===== src/rtl/uart_cmd_ctrl.sv =====
// rtl/uart_cmd_ctrl.sv - UART command decoder with byte FIFO; optional echo path enabled by CMD_ECHO_EN
module uart_cmd_ctrl #(
    parameter int FIFO_DEPTH = 4,
    parameter int ERR_W      = 8
) (
    input  logic             clk,
    input  logic             rst,
    input  logic [7:0]       rx_data,
    input  logic             rx_done,
    input  logic             tx_busy,
    output logic             run_en,
    output logic             mode_down,
    output logic             clear_pulse,
    output logic [ERR_W-1:0] err_cnt,
    output logic             overflow,
    output logic             tx_start,
    output logic [7:0]       tx_data
);
    localparam int PTR_W = $clog2(FIFO_DEPTH);
    localparam logic [PTR_W:0]   PTR_ONE = 1;
    localparam logic [ERR_W-1:0] ERR_ONE = 1;
    localparam logic [ERR_W-1:0] ERR_MAX = '1;

    typedef enum logic [2:0] {
        IDLE,
        FETCH,
`ifdef CMD_ECHO_EN
        ECHO,
        TXWAIT,
`endif
        EXEC
    } state_t;

    state_t         state;
    logic [7:0]     mem [FIFO_DEPTH];
    logic [PTR_W:0] wr_ptr;
    logic [PTR_W:0] rd_ptr;
    logic [7:0]     rd_data;
    logic [7:0]     cmd_reg;
    logic           fifo_empty;
    logic           fifo_full;
    logic           push;
    logic           pop;

    // Full is judged on registered pointers, so a same-cycle pop never rescues a push
    assign fifo_empty = (wr_ptr == rd_ptr);
    assign fifo_full  = (wr_ptr[PTR_W] != rd_ptr[PTR_W]) &&
                        (wr_ptr[PTR_W-1:0] == rd_ptr[PTR_W-1:0]);
    assign push       = rx_done && !fifo_full;
    assign pop        = (state == FETCH) && !fifo_empty;
    assign rd_data    = mem[rd_ptr[PTR_W-1:0]];

    // FIFO pointers and the sticky overflow flag
    always_ff @(posedge clk or negedge rst) begin
        if (!rst) begin
            wr_ptr   <= '0;
            rd_ptr   <= '0;
            overflow <= 1'b0;
        end else begin
            if (push) begin
                wr_ptr <= wr_ptr + PTR_ONE;
            end
            if (pop) begin
                rd_ptr <= rd_ptr + PTR_ONE;
            end
            if (rx_done && fifo_full) begin
                overflow <= 1'b1;
            end
        end
    end

    // FIFO storage; contents are don't-care while empty so no reset is needed
    always_ff @(posedge clk) begin
        if (push) begin
            mem[wr_ptr[PTR_W-1:0]] <= rx_data;
        end
    end

    // Command FSM: fetch one byte, decode it, optionally echo it
    always_ff @(posedge clk or negedge rst) begin
        if (!rst) begin
            state       <= IDLE;
            cmd_reg     <= 8'h00;
            run_en      <= 1'b0;
            mode_down   <= 1'b0;
            clear_pulse <= 1'b0;
            err_cnt     <= '0;
        end else begin
            clear_pulse <= 1'b0;
            case (state)
                IDLE: begin
                    if (!fifo_empty) begin
                        state <= FETCH;
                    end
                end
                FETCH: begin
                    cmd_reg <= rd_data;
                    state   <= EXEC;
                end
                EXEC: begin
                    case (cmd_reg)
                        8'h72, 8'h52: run_en      <= !run_en;
                        8'h6D, 8'h4D: mode_down   <= !mode_down;
                        8'h63, 8'h43: clear_pulse <= 1'b1;
                        8'h0D, 8'h0A: ;
                        default: begin
                            if (err_cnt != ERR_MAX) begin
                                err_cnt <= err_cnt + ERR_ONE;
                            end
                        end
                    endcase
`ifdef CMD_ECHO_EN
                    state <= ECHO;
`else
                    state <= IDLE;
`endif
                end
`ifdef CMD_ECHO_EN
                ECHO: begin
                    if (!tx_busy) begin
                        state <= TXWAIT;
                    end
                end
                TXWAIT: begin
                    if (tx_busy) begin
                        state <= IDLE;
                    end
                end
`endif
                default: state <= IDLE;
            endcase
        end
    end

`ifdef CMD_ECHO_EN
    // Echo request fires in the same cycle the transmitter is seen idle
    assign tx_start = (state == ECHO) && !tx_busy;
    assign tx_data  = cmd_reg;
`else
    logic unused_tx_busy;
    assign unused_tx_busy = tx_busy;
    assign tx_start       = 1'b0;
    assign tx_data        = 8'h00;
`endif

endmodule


===== config.mk =====
export PLATFORM = sky130hd
export DESIGN_NAME = uart_cmd_ctrl
export DESIGN_NICKNAME = d
export VERILOG_FILES = /design/src/rtl/uart_cmd_ctrl.sv
export SDC_FILE = /design/constraint.sdc
export NUM_CORES = 1
export LEC_CHECK = 0
export ABC_CLOCK_PERIOD_IN_PS = 4190
export CAP_MARGIN = 20
export CORE_MARGIN = 1.5
export CORE_UTILIZATION = 45
export CTS_CLUSTER_DIAMETER = 50
export DETAILED_ROUTE_END_ITERATION = 8
export GPL_TIMING_DRIVEN = 0
export PLACE_DENSITY = 0.67
export SYNTH_ARGS = -nofsm -noshare
export SYNTH_HDL_FRONTEND = slang
export SYNTH_SLANG_ARGS = --single-unit

===== constraint.sdc =====
create_clock -name clk -period 4.19 [get_ports clk]
set_input_delay 0.6285 -clock clk [delete_from_list [all_inputs] [get_ports clk]]
set_output_delay 0.6285 -clock clk [all_outputs]
set_load 0.01 [all_outputs]

# Yosys cells after proc, flatten, opt, wreduce, memory -nomap -nowiden
# Memory sizes are Yosys's and may differ from the RTL's. A register that Yosys moved wholly into a read port is not among the register bits.
# Cells that the tools add are included.
# Widths: inputs -> output; s select.
# op_classes
muxes	6
n_eq_ne	15
n_bitwise	1
n_reduce_logical	17
n_addsub	3
# op_table
op	n
$eq 8x7->1 const B	6
$eq 8x4->1 const B	2
$add 8x1->8 const B	1
$ne 8x8->1 const B	1
$reduce_or 8->1	1
$add 3x1->3 const B	2
$pmux 3 s2	1
$reduce_or 2->1	3
$logic_not 1->1	5
$logic_and 1x1->1	4
$mux 1	4
$reduce_and 2->1	2
$eq 3x1->1 const B	1
$eq 3x2->1 const B	1
$eq 3x3->1	1
$logic_not 3->1	1
$mux 3	1
$reduce_and 3->1	1
$eq 2x2->1	1
$ne 2x2->1 const B	1
$ne 1x1->1	1
$not 1->1	1
# totals
out_inout_bits	21
mem_bits_rw	32
elab_cells	51
in_bits	12
ff_bits	21
memories	1
# memory_table
name	words	word_bits	read_ports	rd_ports_with_merged_regs	write_ports	line	source
mem	4	8	1	1	1	35	logic [7:0] mem [FIFO_DEPTH];

# Logic depth before layout (Yosys ltp)
# Gate-level depths: netlist of the first run.
# logic_depth
ltp_word	6
mapped_depth	6

# Worst setup path before layout of the first run
# Ideal clock, no wire load.
# synth_timing
path_kind	reg2reg
from	reg cmd_reg[2] (read register of mem)
to	reg err_cnt[1]
setup_ns	0.125
path_stages_with_launch	6
setup_slack_ns	2.392
t_arrival_ns	1.673
period_less_slack_ns	1.798
t_required_ns	4.065
cell_sequence	dfrtp_1 nand2b_4 or4b_4 o211a_4 nand2_2 mux2_4
# synth_via
elab_chain_len	4
word_cells_on_any_way	11
# synth_rtl
item	line	source
start: declaration	39	logic [7:0] cmd_reg;
$eq 8x4->1 or $eq 8x7->1 (tied branches)	101	case (cmd_reg)
$reduce_or 8->1 (no source line) (*)	-	
$not 1->1 (no source line) (*)	-	
$reduce_and 3->1 (no source line) (*)	-	
end signal: assignment	108	err_cnt <= err_cnt + ERR_ONE;
end: declaration	14	output logic [ERR_W-1:0] err_cnt,
# Mark *: on every way between the ends. The rest lies on a longest branch, timed or not.
# A chain may end at the register's enable or synchronous reset.

# Worst setup path in the final report of the first run
# layout_timing
from	reg rd_ptr[1]
to	mem mem[3][3], enable pin
# layout_via
elab_chain_len	6
# layout_rtl
item	line	source
start: declaration	37	logic [PTR_W:0] rd_ptr;
start signal: assignment	64	rd_ptr <= rd_ptr + PTR_ONE;
$eq 2x2->1	48	(wr_ptr[PTR_W-1:0] == rd_ptr[PTR_W-1:0]);
$logic_and 1x1->1	47	assign fifo_full = (wr_ptr[PTR_W] != rd_ptr[PTR_W]) &&
$logic_not 1->1	49	assign push = rx_done && !fifo_full;
$logic_and 1x1->1	49	
$mux 1	74	if (push) begin
$mux 1 (implied by the code)	75	mem[wr_ptr[PTR_W-1:0]] <= rx_data;
end: declaration	35	
# Every way passes these cells.

==> results of run 1 <==
-- where the power goes --
part	internal [uW]	switching (uW)	total [uW]
Sequential	818	134	952
Clock	269	205	474
Combinational	383	324	706
-- worst max-delay path by stage --
stage	from	slack [ns]	depth (start not counted)	to
floorplan	cmd_reg[2]	2.39	5	err_cnt[1]
global placement	rx_done	1.81	4	mem[3][3]
detailed placement	rx_done	1.76	4	mem[3][3]
CTS	rd_ptr[1]	2.05	4	mem[3][7]
global route	rd_ptr[1]	1.92	4	mem[3][4]
finish	rd_ptr[1]	2.09	4	mem[3][3]
-- area by class of cell --
cell class	count	area, um2	share of cell area
clock buffer	12	135	0.0433
clock inverter	3	38.8	0.0124
timing repair buffer	23	248	0.0793
sequential	60	1660	0.532
inverter	3	11.3	0.00360
buffer	12	83.8	0.0268
multi-input combinational	92	856	0.274
tap	72	90.1	0.0288
-- layer usage --
metal	wire length, um	vias to the layer above
met5	0	-
met4	93	0
met3	174	9
met2	2120	33
met1	1870	685
li1	-	655
-- cells by family (layout without fill, tap and decap cells) --
group	Yosys count	after routing	synth area share
adder cells (fa/ha/maj)	6	6	0.0291
XOR/XNOR	17	17	0.0577
multiplexers	18	18	0.115
flip-flops	60	60	0.643
buffers and inverters	15	53	0.0368
AO/OA/AOI/OAI	5	5	0.0233
AND/OR/NAND/NOR	37	37	0.0935
other	1	9	0.00145
-- worst max-delay path: cells and delay by family (launching register included) --
kind,cells,cell delay (ns)
compound gates,1,0.45
xor+xnor,1,0.18
buf+inv,1,0.22
flops,1,0.38
simple gates,1,0.51
-- metrics by stage --
stage / area, um2 / hold WS [ns] / setup WS [ns] / total power, uW / utilization
floorplan: 2610 / 0.333 / 2.39 / 1450 / -
global placement: 2920 / 0.434 / 1.81 / 1630 / 0.531
detailed placement: 2950 / 0.445 / 1.76 / 1680 / 0.536
CTS: 3120 / 0.454 / 2.05 / 2160 / 0.567
global route: 3120 / 0.492 / 1.92 / 2270 / 0.567
finish: 3120 / 0.458 / 2.09 / 2130 / 0.567
-- synth_stat cells (2+ instances only) --
| cell type | instances |
|---|---|
| xor2_1 | 5 |
| and3_1 | 4 |
| edfxtp_1 | 32 |
| mux2_2 | 9 |
| nor3_1 | 2 |
| nand4_1 | 4 |
| dfrtp_1 | 28 |
| nor2b_1 | 2 |
| and4_1 | 2 |
| xnor2_1 | 12 |
| mux4_2 | 8 |
| nand3_1 | 4 |
| nor2_1 | 2 |
| inv_1 | 3 |
| ha_1 | 6 |
| buf_4 | 10 |
| and2_1 | 4 |
| nand2_1 | 4 |
==> results.yml, run 1 <==
run_status:
  status: "finished clean"
cts:
  numCtsBuffers: 9
  cts_sinks: 60
  ctsLongestPathBuffers: 2
  clk_pin_slew_worst_paths_ns: 0.06
  postCtsResizedCells: 0
  postCtsSetupBuffers: 0
  clk_latency_ns: 0.33
  htreeDepth: 3
  cts_hold_buf: 0
  tritoncts: "built"
  clockRootBuffer: "clkbuf_8"
critical_path:
  r2r_slack_ns: 2.09
  max_stage_delay_ns: 0.51
  worstPathCellList: "buf_2, xnor2_1, a31oi_1, and2_1"
  crit_required_ns: 4.16
  r2r_cells: 4
  cp_max_fo: 10
  start_kind: "register"
  crit_type: "reg -> reg"
  regToRegStartpoint: "rd_ptr[1]"
  cpMaxStageDelayCell: "and2_1"
  reg2reg_to: "mem[3][3]"
  end_kind: "register"
  arrival_ns: 2.07
logic_synthesis:
  ys_types: 36
  seq_area_frac_synth: 0.643
  synth_flop_cell: "edfxtp_1"
  synth_top_area_share: 0.372
  syn_area_mm2: 0.00258
  synth_edf_count: 32
  syn_inst: 159
  async_reset_ff_frac: 0.467
  avgSynthCellArea_um2: 16.2
  synth_top_cell_by_area: "edfxtp_1"
  synth-seq-cells: 60
  synth_area_leaders: "edfxtp_1 (37%), dfrtp_1 (27%), mux4_2 (7.0%)"
  yosysWarnings: 0
timing:
  setup-violations-final: 0
  min_period_ns: 2.10
  setup_tns_ns: 0
  skew_ns: 0.00490
  fin_crit_sh: 0.502
  worst_pin_slew_ns: 0.593
  max_freq_mhz: 476
  maxSlewHeadroom: 0.604
  drv_slew: 0
  rsz0062_at_grt: "no"
  final_hold_viol_count: 0
grt:
  grt_use_met2: 0.257
  antenna_found_initial: 0
  grt_pass1_wl_mm: 7.16
  grtUsageTotal: 0.160
  grt_overflow: 0
  met1_usage: 0.197
  grt_max_degree: 19
  grt_pass1_vias: 1449
  use_met3: 0.0425
  globalRoute.busiestLayer: "met2"
min_path:
  min-delay-start: "state[0]"
  hold_end: "state[0]"
  hold_class: "reg -> reg"
  min_path_cells: 1
floorplan:
  core_mm2: 0.00551
  rows: 27
  die_w_um: 78.8
  chipHeight_um: 78.8
  start_util: 0.469
  die_area_mm2: 0.00620
  pin_count: 33
finish:
  layout_common_cells: "edfxtp_1 (32), dfrtp_1 (28), clkdlybuf4s50_1 (22)"
  fillers: 442
  largest_register_ffs: 32
  final_common_cell: "edfxtp_1"
  drive_gt1_frac: 0.234
  diodes: 0
  synthToLayoutAreaGrowth_pct: 21.0
  nets: 219
  stdcell_count: 277
detailed_routing:
  dr.pass1.iters: 4
  ant_nets: 0
  drt_iter0_markers: 95
  vias_per_cell: 4.99
  vias: 1382
  wire_per_inst_um: 15.4
  remaining_drc_errors: 0
  wirelength_mm: 4.26
placement:
  dp_hpwl_mm: 2.95
  io_buffers: 22
  placedCellCount: 262
  place_congestion: 0.759
power_and_ir_drop:
  ir_drop_mv: 0.338
  p_leak_uw: 0.00123
  p_per_area_mw_per_mm2: 683
job:
  maxCapViolations: 0
Note: power is estimated with default switching activity, not from simulation.
==> run 2, diff against run 1 <==
Settings changed: ABC_CLOCK_PERIOD_IN_PS 4190 to 1850, PLACE_DENSITY 0.67 to 0.7.
Clock period 4.19 ns to 1.85 ns, I/O delays scaled along.
==> run 2 against run 1 <==
  * Combinational power is 140% higher
  * Global-route usage down 0.93 points
  * Power increased by 130%
  * Critical path depth rose by 1
  * Final cell count rose by 0.72%
  * Clock power increased by 130%
  * Maximum frequency grew 16%
  * Flip-flop and latch count unchanged
  * Clock-buffer cell count down 2
  * Non-clock buffer count rose by 1
  * Largest power group unchanged
==> results.yml, run 2 (synthesis results as in run 1) <==
floorplan:
  die_w_um: 78.8
  pin_count: 33
  core_mm2: 0.00551
  start_util: 0.469
  rows: 27
  chipHeight_um: 78.8
  die_area_mm2: 0.00620
detailed_routing:
  wire_per_inst_um: 14.5
  vias_per_cell: 4.97
  routed.top_layer: "met4"
  wirelength_mm: 4.04
  remaining_drc_errors: 0
  vias: 1386
  wl_met2_mm: 2.09
  wl_met1_mm: 1.71
  ant_nets: 0
  drt_iter0_markers: 59
  wl_met3_um: 181
  dr.pass1.iters: 4
power_and_ir_drop:
  swShare: 0.314
  pwr-share-seq: 0.437
  p_leak_uw: 0.00125
  power_frac_comb: 0.345
  internal_power_uw: 3380
  ir_drop_mv: 0.870
  p_per_area_mw_per_mm2: 1550
  clkPwrFrac: 0.218
  switchingPower_uw: 1550
cts:
  clockRootBuffer: "clkbuf_8"
  clk_latency_ns: 0.33
  cts_sinks: 60
  ctsLongestPathBuffers: 2
  cts_hold_buf: 0
  tritoncts: "built"
  numCtsBuffers: 9
  htreeDepth: 3
  clk_pin_slew_worst_paths_ns: 0.07
timing:
  min_period_ns: 1.82
  max_freq_mhz: 550
  worst_pin_slew_ns: 0.622
  fin_ws_ns: 0.0329
  skew_ns: 0.00581
  fin_crit_sh: 0.982
  setup-violations-final: 0
  maxSlewHeadroom: 0.584
  setup_tns_ns: 0
  final_hold_viol_count: 0
  drv_slew: 0
  rsz0062_at_grt: "no"
critical_path:
  arrival_ns: 2.03
  cpMaxStageDelayCell: "or4b_4"
  critPathBufInv: 0
  max_stage_delay_ns: 0.50
  crit_family: "simple AND/OR/NAND/NOR gates"
  crit_required_ns: 2.06
  end_kind: "register"
  worstPathCellList: "nand2b_4, or4b_4, o211a_4, nand2_2, mux2_4"
  start_kind: "register"
  cp_max_fo: 3
  crit_type: "reg -> reg"
finish:
  synthToLayoutAreaGrowth_pct: 22.8
  final_common_cell: "edfxtp_1"
  largest_register_ffs: 32
  drive_gt1_frac: 0.280
  diodes: 0
  layout_common_cells: "edfxtp_1 (32), dfrtp_1 (28), clkdlybuf4s50_1 (22)"
  fillers: 434
  nets: 220
min_path:
  hold_class: "in -> async"
grt:
  grt_max_degree: 18
  grt_pass1_wl_mm: 6.80
  grt_pass1_vias: 1448
  grtUsageTotal: 0.151
  grt_overflow: 0
  antenna_found_initial: 0
run_status:
  status: "finished clean"
placement:
  io_buffers: 22
  place_congestion: 0.755
  dp_hpwl_mm: 2.83
  post-place-ws_ns: -0.317
job:
  maxCapViolations: 0
==> run 2: power groups by stage <==
stage	clock network [uW]	logic (uW)	registers (uW)
floorplan	0	1150	2130
global placement	0	1560	2150
detailed placement	0	1620	2180
CTS	1110	1660	2160
global route	1180	1880	2210
finish	1070	1700	2150
==> run 2: cell type report <==
class,instances,area [um2],share of cell area
timing repair buffer,24,255,0.0805
inverter,3,11.3,0.00355
tap,72,90.1,0.0284
buffer,12,87.6,0.0276
sequential,60,1660,0.524
clock buffer,10,128,0.0402
clock inverter,6,55.1,0.0174
multi-input combinational,92,883,0.279
==> run 2: final timing paths <==
| path | cells after the start | end | slack (ns) | startpoint |
|---|---|---|---|---|
| min in group clk | 1 | state[0] | 0.45 | state[0] |
| setup / recovery | 5 | err_cnt[1] | 0.03 | cmd_reg[2] |
| max in group asynchronous | 2 | wr_ptr[1] | 1.01 | rst |
| hold reg to reg | 1 | state[0] | 0.45 | state[0] |
| setup reg to reg | 5 | err_cnt[1] | 0.03 | cmd_reg[2] |
| hold / removal | 1 | err_cnt[2] | 0.34 | rst |
==> run 2: through the flow <==
step	utilization	std cells	total power (uW)	area, um2	hold slack (ns)
global route	0.576	279	5260	3170	0.363
global placement	0.531	261	3700	2920	0.437
finish	0.576	279	4930	3170	0.338
floorplan	-	167	3290	2610	-0.0181
CTS	0.572	279	4930	3150	0.341
detailed placement	0.536	262	3800	2950	0.450
==> run 2: per-layer routing <==
metal  vias up  track usage
met4         0       0.0768
met1       686        0.171
met3         7       0.0598
met2        38        0.247
met5         -            0
li1        655            -
==> run 2: repair_timing <==
action | in CTS | in global routing
resized for setup | 5 | 9
setup buffers | 1 | 0
endpoints found under the setup margin | 34 | 37
endpoints found under the hold margin | 0 | 0
pin swaps | 1 | 1
